`src/rtl/text_printer_pkg.sv`:
```
// Shared constants for the text printer: custom-instruction opcodes,
// FSM encoding, the job kind held during a transaction, and control characters.
package text_printer_pkg;

  localparam logic [3:0] OP_COLOR = 4'h0;
  localparam logic [3:0] OP_CHAR  = 4'h2;
  localparam logic [3:0] OP_CLEAR = 4'h3;
  localparam logic [3:0] OP_INFO  = 4'hF;

  localparam logic [7:0] CHAR_CR = 8'h0D;
  localparam logic [7:0] CHAR_LF = 8'h0A;

  typedef enum logic [2:0] {
    INFO,
    INFO_WAIT,
    IDLE,
    ISSUE,
    WAIT
  } stateType;

  typedef enum logic [1:0] {
    KIND_CLEAR,
    KIND_COLOR,
    KIND_CHAR
  } kindType;

endpackage

```
`src/rtl/text_printer_fifo.sv`:
```
// Character FIFO with registered read/write pointers (one extra wrap bit)
// and a flush that discards everything currently stored.
module text_printer_fifo #(
  parameter int depthLog2 = 4,
  parameter int width     = 8
) (
  input  logic             clock,
  input  logic             reset,
  input  logic             flush,
  input  logic             push,
  input  logic [width-1:0] pushData,
  input  logic             pop,
  output logic [width-1:0] popData,
  output logic             full,
  output logic             empty
);

  localparam int depth = 1 << depthLog2;

  logic [width-1:0]   mem [depth];
  logic [depthLog2:0] wrPtrReg;
  logic [depthLog2:0] rdPtrReg;
  logic               doPush;

  assign doPush = push && !full;

  always_ff @(posedge clock) begin
    if (doPush) mem[wrPtrReg[depthLog2-1:0]] <= pushData;
  end

  // A flush moves the read pointer to the pre-push write pointer, so a
  // character pushed in the same cycle survives the flush.
  always_ff @(posedge clock or posedge reset) begin
    if (reset) begin
      wrPtrReg <= '0;
      rdPtrReg <= '0;
    end else begin
      if (doPush) wrPtrReg <= wrPtrReg + 1'b1;
      if (flush) rdPtrReg <= wrPtrReg;
      else if (pop && !empty) rdPtrReg <= rdPtrReg + 1'b1;
    end
  end

  assign empty   = (wrPtrReg == rdPtrReg);
  assign full    = (wrPtrReg[depthLog2] != rdPtrReg[depthLog2]) &&
                   (wrPtrReg[depthLog2-1:0] == rdPtrReg[depthLog2-1:0]);
  assign popData = mem[rdPtrReg[depthLog2-1:0]];

endmodule

```
`src/rtl/text_printer.sv`:
```
// Custom-instruction initiator towards the text controller: reads screen
// geometry after reset, then serves clear, colour and character requests.
module text_printer
  import text_printer_pkg::*;
#(
  parameter logic [7:0] customInstructionNr = 8'd0,
  parameter int         fifoDepthLog2       = 4,
  parameter int         timeoutCycles       = 1024
) (
  input  logic        clock,
  input  logic        reset,
  input  logic        charValid,
  input  logic [7:0]  charData,
  output logic        charReady,
  input  logic        clearReq,
  input  logic        colorReq,
  input  logic [15:0] colorData,
  output logic [7:0]  ciN,
  output logic [31:0] ciDataA,
  output logic [31:0] ciDataB,
  output logic        ciStart,
  output logic        ciCke,
  input  logic        ciDone,
  input  logic [31:0] ciResult,
  output logic [6:0]  nrOfLines,
  output logic [6:0]  nrOfCharsPerLine,
  output logic        infoValid,
  output logic        busy,
  output logic        timeoutError
);

  localparam int            cntW  = $clog2(timeoutCycles + 1);
  localparam logic [cntW-1:0] TLAST = cntW'(timeoutCycles - 1);

  stateType        stateReg, stateNext;
  kindType         kindReg, kindNext;
  logic [3:0]      opReg, opNext;
  logic [31:0]     argReg, argNext;
  logic [cntW-1:0] cntReg;
  logic            aliveReg;
  logic            clearPendReg, colorPendReg;
  logic [15:0]     colorReg;
  logic            infoValidReg, timeoutReg;
  logic [6:0]      linesReg, charsReg;

  logic            fifoPop, fifoFlush, fifoFull, fifoEmpty;
  logic [7:0]      fifoHead;
  logic            finish, timeoutHit, infoLatch;
  logic            unusedBits;

  assign unusedBits = &{1'b0, ciResult[31:23], ciResult[15:7]};

  text_printer_fifo #(
    .depthLog2(fifoDepthLog2),
    .width    (8)
  ) fifo (
    .clock   (clock),
    .reset   (reset),
    .flush   (fifoFlush),
    .push    (charValid && charReady),
    .pushData(charData),
    .pop     (fifoPop),
    .popData (fifoHead),
    .full    (fifoFull),
    .empty   (fifoEmpty)
  );

  always_comb begin
    stateNext  = stateReg;
    kindNext   = kindReg;
    opNext     = opReg;
    argNext    = argReg;
    fifoPop    = 1'b0;
    fifoFlush  = 1'b0;
    finish     = 1'b0;
    timeoutHit = 1'b0;
    infoLatch  = 1'b0;
    case (stateReg)
      // The first cycle after reset only loads the opcode; the start follows.
      INFO: begin
        opNext  = OP_INFO;
        argNext = '0;
        if (aliveReg) begin
          if (ciDone) begin
            infoLatch = 1'b1;
            stateNext = IDLE;
          end else begin
            stateNext = INFO_WAIT;
          end
        end
      end
      INFO_WAIT: begin
        if (ciDone) begin
          infoLatch = 1'b1;
          stateNext = IDLE;
        end else if (cntReg == TLAST) begin
          timeoutHit = 1'b1;
          stateNext  = IDLE;
        end
      end
      IDLE: begin
        if (clearPendReg) begin
          kindNext  = KIND_CLEAR;
          opNext    = OP_CLEAR;
          argNext   = '0;
          stateNext = ISSUE;
        end else if (colorPendReg) begin
          kindNext  = KIND_COLOR;
          opNext    = OP_COLOR;
          argNext   = {16'd0, colorReg};
          stateNext = ISSUE;
        end else if (!fifoEmpty) begin
          if (fifoHead == CHAR_CR) begin
            fifoPop = 1'b1;
          end else begin
            kindNext  = KIND_CHAR;
            opNext    = OP_CHAR;
            argNext   = {24'd0, fifoHead};
            stateNext = ISSUE;
          end
        end
      end
      ISSUE: begin
        if (ciDone) begin
          finish    = 1'b1;
          stateNext = IDLE;
        end else begin
          stateNext = WAIT;
        end
      end
      WAIT: begin
        if (ciDone) begin
          finish    = 1'b1;
          stateNext = IDLE;
        end else if (cntReg == TLAST) begin
          timeoutHit = 1'b1;
          finish     = 1'b1;
          stateNext  = IDLE;
        end
      end
      default: stateNext = INFO;
    endcase
    // An abandoned job is retired exactly like a completed one.
    if (finish) begin
      case (kindReg)
        KIND_CLEAR: fifoFlush = 1'b1;
        KIND_CHAR:  fifoPop   = 1'b1;
        default:    ;
      endcase
    end
  end

  always_ff @(posedge clock or posedge reset) begin
    if (reset) begin
      stateReg     <= INFO;
      kindReg      <= KIND_CHAR;
      opReg        <= '0;
      argReg       <= '0;
      cntReg       <= '0;
      aliveReg     <= 1'b0;
      clearPendReg <= 1'b0;
      colorPendReg <= 1'b0;
      colorReg     <= '0;
      infoValidReg <= 1'b0;
      linesReg     <= '0;
      charsReg     <= '0;
      timeoutReg   <= 1'b0;
    end else begin
      stateReg <= stateNext;
      kindReg  <= kindNext;
      opReg    <= opNext;
      argReg   <= argNext;
      aliveReg <= 1'b1;
      if (stateReg == ISSUE || stateReg == INFO) cntReg <= cntW'(1);
      else cntReg <= cntReg + 1'b1;
      clearPendReg <= clearReq | (clearPendReg & ~(finish && kindReg == KIND_CLEAR));
      colorPendReg <= colorReq | (colorPendReg & ~(finish && kindReg == KIND_COLOR));
      if (colorReq) colorReg <= colorData;
      if (infoLatch) begin
        infoValidReg <= 1'b1;
        linesReg     <= ciResult[22:16];
        charsReg     <= ciResult[6:0];
      end
      if (timeoutHit) timeoutReg <= 1'b1;
    end
  end

  assign ciN              = customInstructionNr;
  assign ciCke            = aliveReg;
  assign ciStart          = (aliveReg && stateReg == INFO) || (stateReg == ISSUE);
  assign ciDataA          = {28'd0, opReg};
  assign ciDataB          = argReg;
  assign charReady        = aliveReg && !fifoFull;
  assign nrOfLines        = linesReg;
  assign nrOfCharsPerLine = charsReg;
  assign infoValid        = infoValidReg;
  assign timeoutError     = timeoutReg;
  assign busy             = !(stateReg == IDLE && fifoEmpty && !clearPendReg && !colorPendReg);

endmodule

```
`config.mk`:
```
export PLATFORM = sky130hd
export DESIGN_NAME = text_printer
export DESIGN_NICKNAME = d
export VERILOG_FILES = /design/src/rtl/text_printer_pkg.sv /design/src/rtl/text_printer_fifo.sv /design/src/rtl/text_printer.sv
export SDC_FILE = /design/constraint.sdc
export NUM_CORES = 1
export LEC_CHECK = 0
export ABC_AREA = 1
export BUFFER_PORTS_ARGS = -buffer_cell sky130_fd_sc_hd__clkbuf_2
export CORE_MARGIN = 2
export CORE_UTILIZATION = 45
export CTS_BUF_LIST = sky130_fd_sc_hd__clkbuf_8
export CTS_CLUSTER_SIZE = 28
export DETAILED_ROUTE_END_ITERATION = 10
export PLACE_DENSITY = 0.66
export SETUP_SLACK_MARGIN = 0.05
export SLEW_MARGIN = 10
export SYNTH_ARGS = -nofsm -noshare
export SYNTH_HDL_FRONTEND = slang
export SYNTH_SLANG_ARGS = --single-unit
```
`constraint.sdc`:
```
create_clock -name clock -period 6.1 [get_ports clock]
set_input_delay 0.305 -clock clock [delete_from_list [all_inputs] [get_ports clock]]
set_output_delay 0.305 -clock clock [all_outputs]
set_load 0.05 [all_outputs]
```
==> Yosys cells after proc, flatten, opt, wreduce, memory -nomap -nowiden <==
Memories as Yosys holds them, arrays and structs flattened.
Index checks and enable logic that the tools add are counted.
{ "totals": {"reg_bits": 97, "ramBits": 128, "inputBits": 62, "output_inout_bits": 92, "wordCells": 114, "mem_count": 1} }
{ "op_classes": {"addsub": 3, "n_eq_ne": 17, "n_mux": 46, "bitwise": 6, "reduce_logical": 26} }
{ "mem_list": {"columns": ["name", "words", "width", "rd", "rd_ports_with_merged_regs", "write_ports", "line", "text"], "rows": [
  ["fifo.mem", 16, 8, 1, 0, 1, "text_printer_fifo.sv:20", "logic [width-1:0] mem [depth];"]
]} }
{ "op_table": {"columns": ["op", "count"], "rows": [
  ["two-way mux 32 bit", 4],
  ["case mux 32 bit (2 select lines)", 1],
  ["two-way mux 3 bit", 8],
  ["two-way mux 1 bit", 17],
  ["two-way mux 4 bit", 4],
  ["case mux 3 bit (4 select lines)", 1],
  ["adder 11 x 1 -> 11 bit (second input constant)", 1],
  ["equality test 11 x 10 -> 1 bit (second input constant)", 1],
  ["logical AND 1 bit", 11],
  ["two-way mux 11 bit", 1],
  ["adder 5 x 1 -> 5 bit (second input constant)", 2],
  ["two-way mux 2 bit", 5],
  ["two-way mux 5 bit", 2],
  ["equality test 8 x 4 -> 1 bit (second input constant)", 1],
  ["!= test 4 bit (second input constant)", 2],
  ["case mux 4 bit (2 select lines)", 1],
  ["equality test 3 x 2 -> 1 bit (second input constant)", 2],
  ["!= test 3 bit (second input constant)", 2],
  ["AND reduction 3 bit", 2],
  ["equality test 5 bit", 1],
  ["logical NOT 1 bit", 5],
  ["equality test 4 bit", 1],
  ["case mux 1 bit (2 select lines)", 2],
  ["AND reduction 4 bit", 1],
  ["other kinds (15)", 20]
]} }

==> Longest topological paths before layout <==
Gate-level depths: netlist of run 1.
An unclocked memory read counts as a cell.
{ "depth": {"word_depth": 12, "mapped_depth": 18, "mapped_depth_nobuf": 17} }

==> Cells and area by module <==
From an unflattened synthesis of run 1, not the netlist that was laid out.
{ "hier_totals": {"hier_cells": 930, "hier_area_um2": 9339.0} }
{ "by_module_without_submodules": {"columns": ["module", "instances", "cells_per_inst", "area_per_inst_um2", "seq_area_each_um2"], "rows": [
  ["text_printer_fifo", 1, 512, 5818.1, 4093.9],
  ["text_printer", 1, 418, 3520.9, 1752.9]
]} }

==> Least setup slack after synthesis of run 1 <==
No wires, ideal clock.
{ "synth_timing": {"kind": "reg2reg", "start": "reg fifo.rdPtrReg[0]", "end": "mem fifo.mem[0][0], enable pin", "setup_time_ns": 0.370, "t_arrival_ns": 2.132, "required_ns": 5.730, "path_slack_ns": 3.598, "path_stages_with_launch": 12, "path_buffers": 2, "period_less_slack_ns": 2.502, "cell_sequence": "dfrtp_1 -> buf_6 -> buf_4 -> xor2_1 -> a21oi_1 -> nand2_1 -> o21ai_0 -> inv_1 -> nand2_1 -> inv_2 -> nand2_1 -> nor2_1"} }
{ "synth_between": {"elab_chain_cells": 8} }
{ "synth_lines": {"columns": ["item", "line", "text"], "rows": [
  ["from (decl)", "text_printer_fifo.sv:22", "logic [depthLog2:0] rdPtrReg;"],
  ["from (signal assigned)", "text_printer_fifo.sv:39", "if (flush) rdPtrReg <= wrPtrReg;"],
  ["from (signal assigned)", "text_printer_fifo.sv:40", "else if (pop && !empty) rdPtrReg <= rdPtrReg + 1'b1;"],
  ["equality test 4 bit", "text_printer_fifo.sv:46", "(wrPtrReg[depthLog2-1:0] == rdPtrReg[depthLog2-1:0]);"],
  ["logical AND 1 bit", "text_printer_fifo.sv:45", "assign full = (wrPtrReg[depthLog2] != rdPtrReg[depthLog2]) &&"],
  ["logical NOT 1 bit", "text_printer.sv:193", "assign charReady = aliveReg && !fifoFull;"],
  ["logical AND 1 bit", "text_printer.sv:193", null],
  ["via charReady", "text_printer.sv:14", "output logic charReady,"],
  ["logical AND 1 bit", "text_printer.sv:60", ".push (charValid && charReady),"],
  ["logical AND 1 bit", "text_printer_fifo.sv:25", "assign doPush = push && !full;"],
  ["two-way mux 1 bit", "text_printer_fifo.sv:28", "if (doPush) mem[wrPtrReg[depthLog2-1:0]] <= pushData;"],
  ["two-way mux 1 bit (not written as such)", "text_printer_fifo.sv:28", null],
  ["to (decl)", "text_printer_fifo.sv:20", null]
]} }
The timed path passes the listed nets, and every way through them passes these cells.

==> Worst setup path in the final report of run 1 <==
{ "layout_timing": {"start": "reg fifo.rdPtrReg[0]", "end": "reg argReg[1] (netlist: ciDataB[1])"} }
{ "layout_between": {"elab_chain_cells": 6, "elab_cells_between_ends": 11, "classes_between": "eq/ne (4); mux (5); reduce/logical (1); memory (1)"} }
{ "layout_lines": {"columns": ["item", "line", "text"], "rows": [
  ["memory (16 x 8 bit)", null, null],
  ["two-way mux 32 bit", "text_printer.sv:113", "if (fifoHead == CHAR_CR) begin"],
  ["two-way mux 32 bit", "text_printer.sv:112", "end else if (!fifoEmpty) begin"],
  ["two-way mux 32 bit", "text_printer.sv:107", "end else if (colorPendReg) begin"],
  ["two-way mux 32 bit", "text_printer.sv:102", "if (clearPendReg) begin"],
  ["case mux 32 bit (2 select lines)", "text_printer.sv:78", "case (stateReg)"],
  ["to (signal assigned)", "text_printer.sv:172", "argReg <= argNext;"],
  ["to (decl)", "text_printer.sv:38", "logic [31:0] argReg, argNext;"]
]} }
Parallel ways exist; a longest one is shown, timed or not. The select of a mux whose other input is x is not followed.
A chain may end at the register's enable or synchronous reset.

==> impl_metrics.toml, run 1 <==
[place]
dp.cells = 1261
port_buffers = 83
dp_slack_ns = 2.984
dp_hpwl_mm = 12.39
gp_congestion = 0.8495

[job]
maxCapViolCount = 0

[setup_path]
critPathLaunchType = "flip-flop"
critPathCaptureType = "flip-flop"
crit_type = "reg -> reg"
crit_fanout = 62
cp_data_required_time_ns = 6.49
arrival_ns = 3.58

[power]
p_seq_share_pct = 41.6
combPwrFrac_pct = 34.3
switching_share_pct = 41.43
vdd_drop_max_uv = 244.0
p_clk_share_pct = 24.2
internal_power_uw = 2609
p_leak_uw = 0.004705
power.switching_uw = 1846
powerDensity_nw_per_um2 = 420.8

[timing]
finalHoldViolations = 0
rsz0062_at_grt = "no"
fin_crit_sh_pct = 52.24
tns_ns = 0
clock.fmax_mhz = 313.8
setup_viol = 0
slew_violations = 0
timing.final.crit_period_ns = 3.187
slew_headroom_pct = 32.50
worst_pin_slew_ns = 1.012
fin_skew_ns = 0.02689
timing.final.ws_setup_ns = 2.913

[logic_synthesis]
ys_seq_area_share_pct = 62.40
synthCells = 938
ys_types = 37
ys_warn_count = 0
synth.avg_cell_area_um2 = 9.990
ys_ff_latch = 208
async_flop_share_pct = 38.46
synth-edff-count = 128
synthFlopType = "edfxtp_1"
syn-cell-area_um2 = 9370

[global_route]
grt-ovfl-total = 0
grt_pass1_wl_mm = 31.73
antenna_found_initial = 0
grt_usage_pct = 18.50
grt_pass1_vias = 6131
grt_max_degree = 81

[cts]
postCtsSetupBuffers = 0
clk_latency_ns = 0.53
cts_buffer_depth = 3
clock-sinks = 208
clk_pin_slew_ns = 0.06
numCtsBuffers = 34
cts_tree = "built"
htree_levels = 2
clockRootBuffer = "clkbuf_8"

[route]
drt_iter0_drc = 415
ant_nets = 0
first_pass_iters = 6
drcViolationCount = 0
wl_mm = 20.03
vias_per_cell = 4.817
wl_per_cell_um = 14.81
vias = 6513

[floorplan]
rows = 52
die_x_um = 148.3
coreArea_um2 = 20360
dieArea_um2 = 21990
die_h_um = 148.3
start_util_pct = 46.01
num_io_pins = 154

[cells_and_area]
syn_to_final_growth_pct = 12.98
fin_cells = 1352
diodes = 0
layout-drive-gt1-share_pct = 14.05
nNetsFinal = 1124

[outcome]
status = "completed"

[hold_path]
hold_class = "in -> reg"
-- registers in the layout, indices dropped and copies added, names as in the netlist, 2 cells and up --
name / flops
nrOfCharsPerLine: 7
ciDataB: 16
colorReg: 16
opReg: 3
fifo.rdPtrReg: 5
nrOfLines: 7
fifo.wrPtrReg: 5
fifo.mem: 128
stateReg: 3
kindReg: 2
cntReg: 11
-- layout by cell type (no fill, tap or decap), drive strengths merged, types with 2 or more instances in the layout --
| cell type | netlist | routed |
|---|---|---|
| inv | 72 | 84 |
| edfxtp | 128 | 128 |
| clkbuf | 10 | 118 |
| o21a | 2 | 2 |
| nor3 | 9 | 9 |
| o21ai | 94 | 94 |
| dfrtp | 79 | 79 |
| nand4 | 5 | 5 |
| ha | 6 | 6 |
| nor2 | 135 | 135 |
| dlygate4sd3 | 0 | 29 |
| a21oi | 20 | 20 |
| clkinv | 2 | 15 |
| o211ai | 4 | 4 |
| nand2 | 237 | 237 |
| clkinvlp | 0 | 2 |
| xor2 | 9 | 9 |
| conb | 2 | 53 |
| buf | 75 | 4 |
| a22oi | 3 | 3 |
| nand3 | 38 | 38 |
| o21bai | 2 | 2 |
| a31oi | 2 | 2 |
-- power groups by stage --
stage	combinational [uW]	sequential, uW	clock [uW]
6_report	1530	1850	1080
3_3_place_gp	1490	1870	0
3_5_place_dp	1510	1880	0
2_1_floorplan	1120	1980	0
5_1_grt	1700	1880	1160
4_1_cts	1530	1850	1100
-- layout make-up --
cell class	instances	area [um2]
fillers	1835	9778
flip-flops and latches	208	5848
multi-input cells	622	2780
repair buffers	116	735.7
clock buffers	35	481.7
well taps	270	337.8
inverters	74	281.5
clock inverters	27	121.4
-- final timing paths --
kind,from,endpoint,slack (ns),cells after the start
worst max-delay path,fifo.rdPtrReg[0],ciDataB[1],2.91,13
worst min-delay path,colorData[9],colorReg[9],0.03,3
worst max register to register,fifo.rdPtrReg[0],ciDataB[1],2.91,13
worst min register to register,infoValid,infoValid,0.47,1
max in group asynchronous,reset,fifo.rdPtrReg[0],5.31,3
min in group asynchronous,reset,colorReg[15],0.09,3
-- Yosys cell counts (all sizes together) (2+ instances only) --
library cell / instances / area share (%)
a31oi: 2 / 0.13
nor3: 9 / 0.48
o211ai: 4 / 0.32
ha: 6 / 0.80
a22oi: 3 / 0.24
o21a: 2 / 0.16
o21ai: 94 / 5.0
inv: 72 / 2.9
o21bai: 2 / 0.16
edfxtp: 128 / 41
conb: 2 / 0.080
a21oi: 20 / 1.1
nor2: 135 / 5.6
nand3: 38 / 2.3
clkinv: 2 / 0.080
clkbuf: 10 / 0.83
buf: 75 / 6.2
nand4: 5 / 0.49
dfrtp: 79 / 21
xor2: 9 / 0.84
nand2: 237 / 9.7
-- per-stage QoR --
stage | area (um2) | util (%) | hold slack [ns] | total power (uW)
5_1_grt | 10590 | 51.98 | 0.02232 | 4729
4_1_cts | 10590 | 51.98 | 0.0006292 | 4481
3_3_place_gp | 9693 | 47.60 | 0.4538 | 3363
6_report | 10590 | 51.98 | 0.02897 | 4455
3_5_place_dp | 9693 | 47.60 | 0.4613 | 3387
2_1_floorplan | 9562 | - | 0.4039 | 3096
-- layer usage --
metal / track usage (%) / wire, um / vias up
li1: - / - / 3204
met1: 23.73 / 8630 / 3060
met2: 31.23 / 9858 / 202
met3: 3.098 / 924 / 47
met4: 7.905 / 611 / 0
met5: 0 / 0 / -
-- logic make-up after synthesis --
group           Yosys count  synth area share (%)
flops                   208                 62.40
other cells               2               0.08015
simple gates            425                 18.59
xor+xnor                 10                0.9348
buf+inv                 159                 9.975
fa+ha+maj                 6                0.8012
compound gates          128                 7.224
-- worst max-delay path, stage by stage (launching register included) --
cell and delay [ns]:
dfrtp_2 0.97, inv_4 0.47, nand2_1 0.17, nand3_1 0.08
nand3_1 0.16, nand2_1 0.08, nor2_1 0.22, nor2_1 0.11
nand2_1 0.07, nor2_1 0.05, nand3_2 0.13, nand3_4 0.26
nand2_1 0.17, o21ai_1 0.09
-- what timing repair did --
action	in CTS	in global routing
hold buffers	29	0
resized for setup	0	0
endpoints found under the hold margin	29	0
(Power assumes the default switching activity.)
==> run 2, diff against run 1 <==
--- a/config.mk
+++ b/config.mk
@@ -5,7 +5,7 @@
 export SDC_FILE = /design/constraint.sdc
 export NUM_CORES = 1
 export LEC_CHECK = 0
-export ABC_AREA = 1
+export ABC_AREA = 0
 export BUFFER_PORTS_ARGS = -buffer_cell sky130_fd_sc_hd__clkbuf_2
 export CORE_MARGIN = 2
 export CORE_UTILIZATION = 45
==> constraint.sdc (replaced) <==
create_clock -name clock -period 3.1 [get_ports clock]
set_input_delay 0.155 -clock clock [delete_from_list [all_inputs] [get_ports clock]]
set_output_delay 0.155 -clock clock [all_outputs]
set_load 0.05 [all_outputs]
==> run 2 against run 1 <==
Effect of this change: clock power up 100%; maximum frequency rose by 6.5%; first-iteration DRC count fell by 16%; cell count fell by 21%; routed wire length decreased by 5.0%; utilization up 1.4 points; hold slack gained 0.052 ns; sequential cell count did not move; die area decreased by 2.3%; via count shrank 15%; highest routed layer unchanged.
==> impl_metrics.toml, run 2 <==
[setup_path]
crit_fanout = 11
cp_data_required_time_ns = 3.53
arrival_ns = 3.43
crit_type = "reg -> reg"
critPathCaptureType = "flip-flop"
reg2reg_depth = 10
critPathLaunchType = "flip-flop"

[cts]
clock-sinks = 208
clk_latency_ns = 0.52
cts_buffer_depth = 3
numCtsBuffers = 35
cts_tree = "built"
clockRootBuffer = "clkbuf_8"
htree_levels = 2
clk_pin_slew_ns = 0.06

[logic_synthesis]
synth-edff-count = 128
ys_warn_count = 0
synth.avg_cell_area_um2 = 14.66
synthCells = 624
synth_top_area_share_pct = 42.03
async_flop_share_pct = 38.46
synth.most_common_cell = "edfxtp_1"
ys_ff_latch = 208
syn-cell-area_um2 = 9145
ys_seq_area_share_pct = 63.93
ys_types = 57
yosysTopAreaCell = "edfxtp_1"
synth_common_cells = "edfxtp_1 (128), dfrtp_1 (79), buf_4 (56), mux2_2 (40), nor2_1 (30)"
synthFlopType = "edfxtp_1"
synth.area.top_cells = "edfxtp_1 (42%), dfrtp_1 (22%), mux4_2 (6.9%)"

[global_route]
grt_pass1_wl_mm = 29.87
grt_max_degree = 60
grt_usage_pct = 17.83
grt_pass1_vias = 5633
antenna_found_initial = 1
grt-ovfl-total = 0

[cells_and_area]
layout_commonest_cell = "edfxtp_1"
fin_cells = 1062
final_cell_mix = "edfxtp_1 (128), clkbuf_2 (83), dfrtp_1 (78)"
syn_to_final_growth_pct = 17.32
nFillCells = 1690
nNetsFinal = 835
largest_reg_flops = 128
layout-drive-gt1-share_pct = 28.82

[power]
p_clk_share_pct = 23.6
vdd_drop_max_uv = 435.0
power.switching_uw = 3402
powerDensity_nw_per_um2 = 853.5
p_leak_uw = 0.004332
switching_share_pct = 37.16
p_total_uw = 9157
combPwrFrac_pct = 36.6
p_seq_share_pct = 39.8
internal_power_uw = 5754

[place]
dp_hpwl_mm = 12.51
dp.cells = 965
gp_congestion = 0.8404
port_buffers = 83

[timing]
setup_viol = 0
finalHoldViolations = 0
fin_crit_sh_pct = 96.53
slew_violations = 0
tns_ns = 0
slew_headroom_pct = 33.35
timing.final.crit_period_ns = 2.993
rsz0062_at_grt = "yes"
clock.fmax_mhz = 334.2
fin_skew_ns = 0.02098
worst_pin_slew_ns = 0.9987

[floorplan]
die_x_um = 146.6
rows = 52
num_io_pins = 154
dieArea_um2 = 21480
die_h_um = 146.6
coreArea_um2 = 20100
start_util_pct = 45.49

[hold_path]
hold_class = "in -> reg"
holdPathStages = 1

[route]
wl_mm = 19.03
vias_per_cell = 5.191
ant_nets = 0
first_pass_iters = 5
wl_per_cell_um = 17.92
drt_iter0_drc = 347
vias = 5513
drcViolationCount = 0

[job]
maxCapViolCount = 0

[outcome]
status = "completed"
-- run 2: cell families after synthesis --
| family | synth area share (%) |
|---|---|
| AOI/OAI and AO/OA | 6.458 |
| xor gates and xnor gates | 1.724 |
| adders and majority gates | 0.8209 |
| buffers and inverters | 6.458 |
| DFF | 63.94 |
| muxes | 13.35 |
| other | 0.08212 |
| and+or+nand+nor | 7.169 |
-- run 2: worst paths after layout --
kind	startpoint	end	slack, ns
min in group asynchronous	reset	colorReg[11]	0.38
worst min register to register	timeoutError	timeoutError	0.46
worst min-delay path	charData[3]	fifo.mem[7][3]	0.08
max in group asynchronous	reset	cntReg[6]	1.88
worst max-delay path	fifo.rdPtrReg[1]	fifo.rdPtrReg[3]	0.11
worst max register to register	fifo.rdPtrReg[1]	fifo.rdPtrReg[3]	0.11
-- run 2: through the flow --
step	instance area (um2)	util, %	hold WS [ns]	setup slack, ns
after floorplan	9336	-	0.2539	0.1257
after CTS	10690	53.16	0.05103	0.1189
after global routing	10730	53.35	0.05752	0.01478
final	10730	53.37	0.08056	0.1075
after global placement	9731	48.40	0.3789	0.1291
after detailed placement	9731	48.40	0.3674	0.08174
-- run 2: what timing repair did --
action	in CTS	in global routing
setup endpoints to repair	3	12
hold buffers	33	0
hold endpoints to repair	89	0
gates cloned	0	1
setup buffers	0	1
resized for setup	1	2
pin swaps	0	1
-- run 2: final cells by class --
cell class	count	area [um2]	share of cell area [%]
antenna	1	2.502	0.02332
clock buffer	38	523.0	4.875
clock inverter	23	95.09	0.8863
inverter	13	50.05	0.4665
multi-input combinational	372	2914	27.16
sequential	208	5848	54.51
tap	270	337.8	3.149
timing repair buffer	137	958.4	8.933
-- run 2: critical path, cell delays in order, from the launching register on --
cell and delay (ns):
dfrtp_2 0.42, buf_4 0.16, clkbuf_16 0.17, mux4_2 0.49
mux2i_1 0.19, and2_1 0.18, a32oi_2 0.17, a211o_1 0.35
buf_4 0.18, or4_1 0.50, nand3_1 0.09
-- run 2: power by group through the flow --
stage | registers (uW) | clock network [uW] | logic [uW]
after detailed placement | 3690 | 0 | 3250
after CTS | 3640 | 2230 | 3300
after floorplan | 4010 | 0 | 2150
final | 3640 | 2160 | 3350
after global placement | 3660 | 0 | 3190
after global routing | 3690 | 2370 | 3590
-- run 2: metal layers --
metal  GRT usage, %  up-vias  share of wire, %
met2          29.69      195                49
met1          23.47     2779                42
met4          5.049        0               1.7
met3          4.438       36               6.4
met5              0        -                 0
li1               -     2503                 -
==> run 3, diff against run 2 <==
--- a/config.mk
+++ b/config.mk
@@ -8,11 +8,11 @@
 export ABC_AREA = 0
 export BUFFER_PORTS_ARGS = -buffer_cell sky130_fd_sc_hd__clkbuf_2
 export CORE_MARGIN = 2
-export CORE_UTILIZATION = 45
+export CORE_UTILIZATION = 50
 export CTS_BUF_LIST = sky130_fd_sc_hd__clkbuf_8
 export CTS_CLUSTER_SIZE = 28
 export DETAILED_ROUTE_END_ITERATION = 10
-export PLACE_DENSITY = 0.66
+export PLACE_DENSITY = 0.72
 export SETUP_SLACK_MARGIN = 0.05
 export SLEW_MARGIN = 10
 export SYNTH_ARGS = -nofsm -noshare
==> constraint.sdc (replaced) <==
create_clock -name clock -period 2.78 [get_ports clock]
set_input_delay 0.139 -clock clock [delete_from_list [all_inputs] [get_ports clock]]
set_output_delay 0.139 -clock clock [all_outputs]
set_load 0.05 [all_outputs]
==> run 3 against run 2 <==
Effect of this change: the flow now finishes with violations (negative setup slack); clock skew grew 0.0052 ns; clock power is 15% higher; routed wire length up 2.9%; sequential cell count is the same; largest power group is now combinational cells; utilization rose by 8.4 points; first-iteration DRC count grew 18%.
==> impl_metrics.toml, run 3 (synthesized netlist as in run 2, its figures left out) <==
[job]
maxCapViolCount = 0

[outcome]
failed_checks = "negative setup slack"
status = "finished, violations left"

[setup_path]
r2r_slack_ns = -0.05
crit_fanout = 7
crit_start = "fifo.rdPtrReg[1]"
worstReg2RegEnd = "ciDataB[13]"
reg2reg_depth = 11
arrival_ns = 3.24
critPathLaunchType = "flip-flop"
endpoint = "ciDataB[13]"
cp_data_required_time_ns = 3.19
crit_type = "reg -> reg"
timing.rr.start = "fifo.rdPtrReg[1]"
critPathCaptureType = "flip-flop"

[timing]
fin_skew_ns = 0.02616
finalHoldViolations = 0
timing.final.crit_period_ns = 2.829
tns_ns = -0.2292
worst_pin_slew_ns = 0.8386
slew_violations = 0
timing.final.ws_setup_ns = -0.04911
slew_headroom_pct = 44.09
rsz0062_at_grt = "yes"
setup_viol = 9
clock.fmax_mhz = 353.5
fin_crit_sh_pct = 101.8

[route]
drt_iter0_drc = 408
vias = 5655
ant_nets = 0
first_pass_iters = 7
wl_mm = 19.58
vias_per_cell = 5.386
drcViolationCount = 0
wl_per_cell_um = 18.65

[cts]
cts_tree = "built"
htree_levels = 2
clk_latency_ns = 0.54
clk_pin_slew_ns = 0.06
clockRootBuffer = "clkbuf_8"
cts_buffer_depth = 3
clock-sinks = 208
numCtsBuffers = 35

[floorplan]
die_h_um = 139.2
start_util_pct = 50.91
dieArea_um2 = 19390
num_io_pins = 154
die_x_um = 139.2
coreArea_um2 = 17960
rows = 49

[global_route]
grt_pass1_vias = 5846
grt-ovfl-total = 0
grt_usage_pct = 20.15
grt_pass1_wl_mm = 30.75
grt_max_degree = 47
antenna_found_initial = 0

[hold_path]
hold_class = "in -> reg"

[cells_and_area]
final_cell_mix = "edfxtp_1 (128), clkbuf_2 (83), dfrtp_1 (77)"
largest_reg_flops = 128
layout_commonest_cell = "edfxtp_1"
diodes = 0
syn_to_final_growth_pct = 21.40
layout-drive-gt1-share_pct = 33.74
nFillCells = 1336
nNetsFinal = 864

[power]
p_leak_uw = 0.004547
powerDensity_nw_per_um2 = 973.4
vdd_drop_max_uv = 639.3
p_total_uw = 10810

[place]
gp_congestion = 0.8454
port_buffers = 83
dp_slack_ns = -0.3165
dp_hpwl_mm = 12.96
[run 3: how the worst min path moves through the flow]
stage,cells past startpoint,slack (ns),to,from
3_5_place_dp,2,0.29,timeoutError,reset
6_report,1,0.02,fifo.mem[0][6],charData[6]
4_1_cts,1,0.003,fifo.mem[15][3],charData[3]
5_1_grt,1,0.04,fifo.mem[0][6],charData[6]
2_1_floorplan,0,0.24,fifo.mem[0][0],charData[0]
3_3_place_gp,2,0.27,colorReg[11],reset
[run 3: timing repair]
item | in CTS | in global routing
cloned | 0 | 1
buffers inserted | 3 | 3
hold buffers | 33 | 0
pin swaps | 7 | 11
gates resized for setup | 20 | 21
endpoints found under the hold margin | 76 | 0
endpoints found under the setup margin | 25 | 92
[run 3: routing by layer]
layer / global-route usage (%) / vias up / share of wire, %
met2: 35.24 / 211 / 52
met4: 7.868 / 0 / 2.8
met1: 24.66 / 2832 / 39
met3: 4.164 / 49 / 6.6
li1: - / 2563 / -
met5: 0 / - / 0
[run 3: cell type report]
cell class / count / area, um2 / share of cell area [%]
Clock buffer: 39 / 536.8 / 4.835
Multi-Input combinational cell: 372 / 3033 / 27.32
Timing Repair Buffer: 166 / 1239 / 11.16
Inverter: 13 / 50.05 / 0.4508
Clock inverter: 23 / 107.6 / 0.9692
Tap cell: 229 / 286.5 / 2.581
Sequential cell: 208 / 5849 / 52.69
[run 3: metrics by stage]
stage | hold WS [ns] | area, um2 | cells | utilization [%]
floorplan | 0.2379 | 9358 | 675 | -
detailed placement | 0.2860 | 9884 | 948 | 55.03
CTS | 0.003268 | 10970 | 1046 | 61.09
finish | 0.02155 | 11100 | 1050 | 61.80
global placement | 0.2665 | 9884 | 948 | 55.03
global route | 0.04136 | 11100 | 1050 | 61.80
[run 3: worst max-delay path, cell delays in order (launching register included)]
cell and delay, ns:
dfrtp_2 0.41, buf_12 0.14, buf_4 0.11, mux4_2 0.47, mux2i_1 0.17, and4b_1 0.24, a32oi_2 0.25, a211o_1 0.25
nand3_2 0.12, buf_8 0.16, clkbuf_16 0.16, a22o_1 0.22
[run 3: power by group]
| part | switching, uW | leakage, uW | internal (uW) |
|---|---|---|---|
| Combinational | 2410 | 0.00203 | 1820 |
| Sequential | 375 | 0.00213 | 3710 |
| Clock | 1190 | 0.000383 | 1300 |
| Total | 3980 | 0.00455 | 6830 |
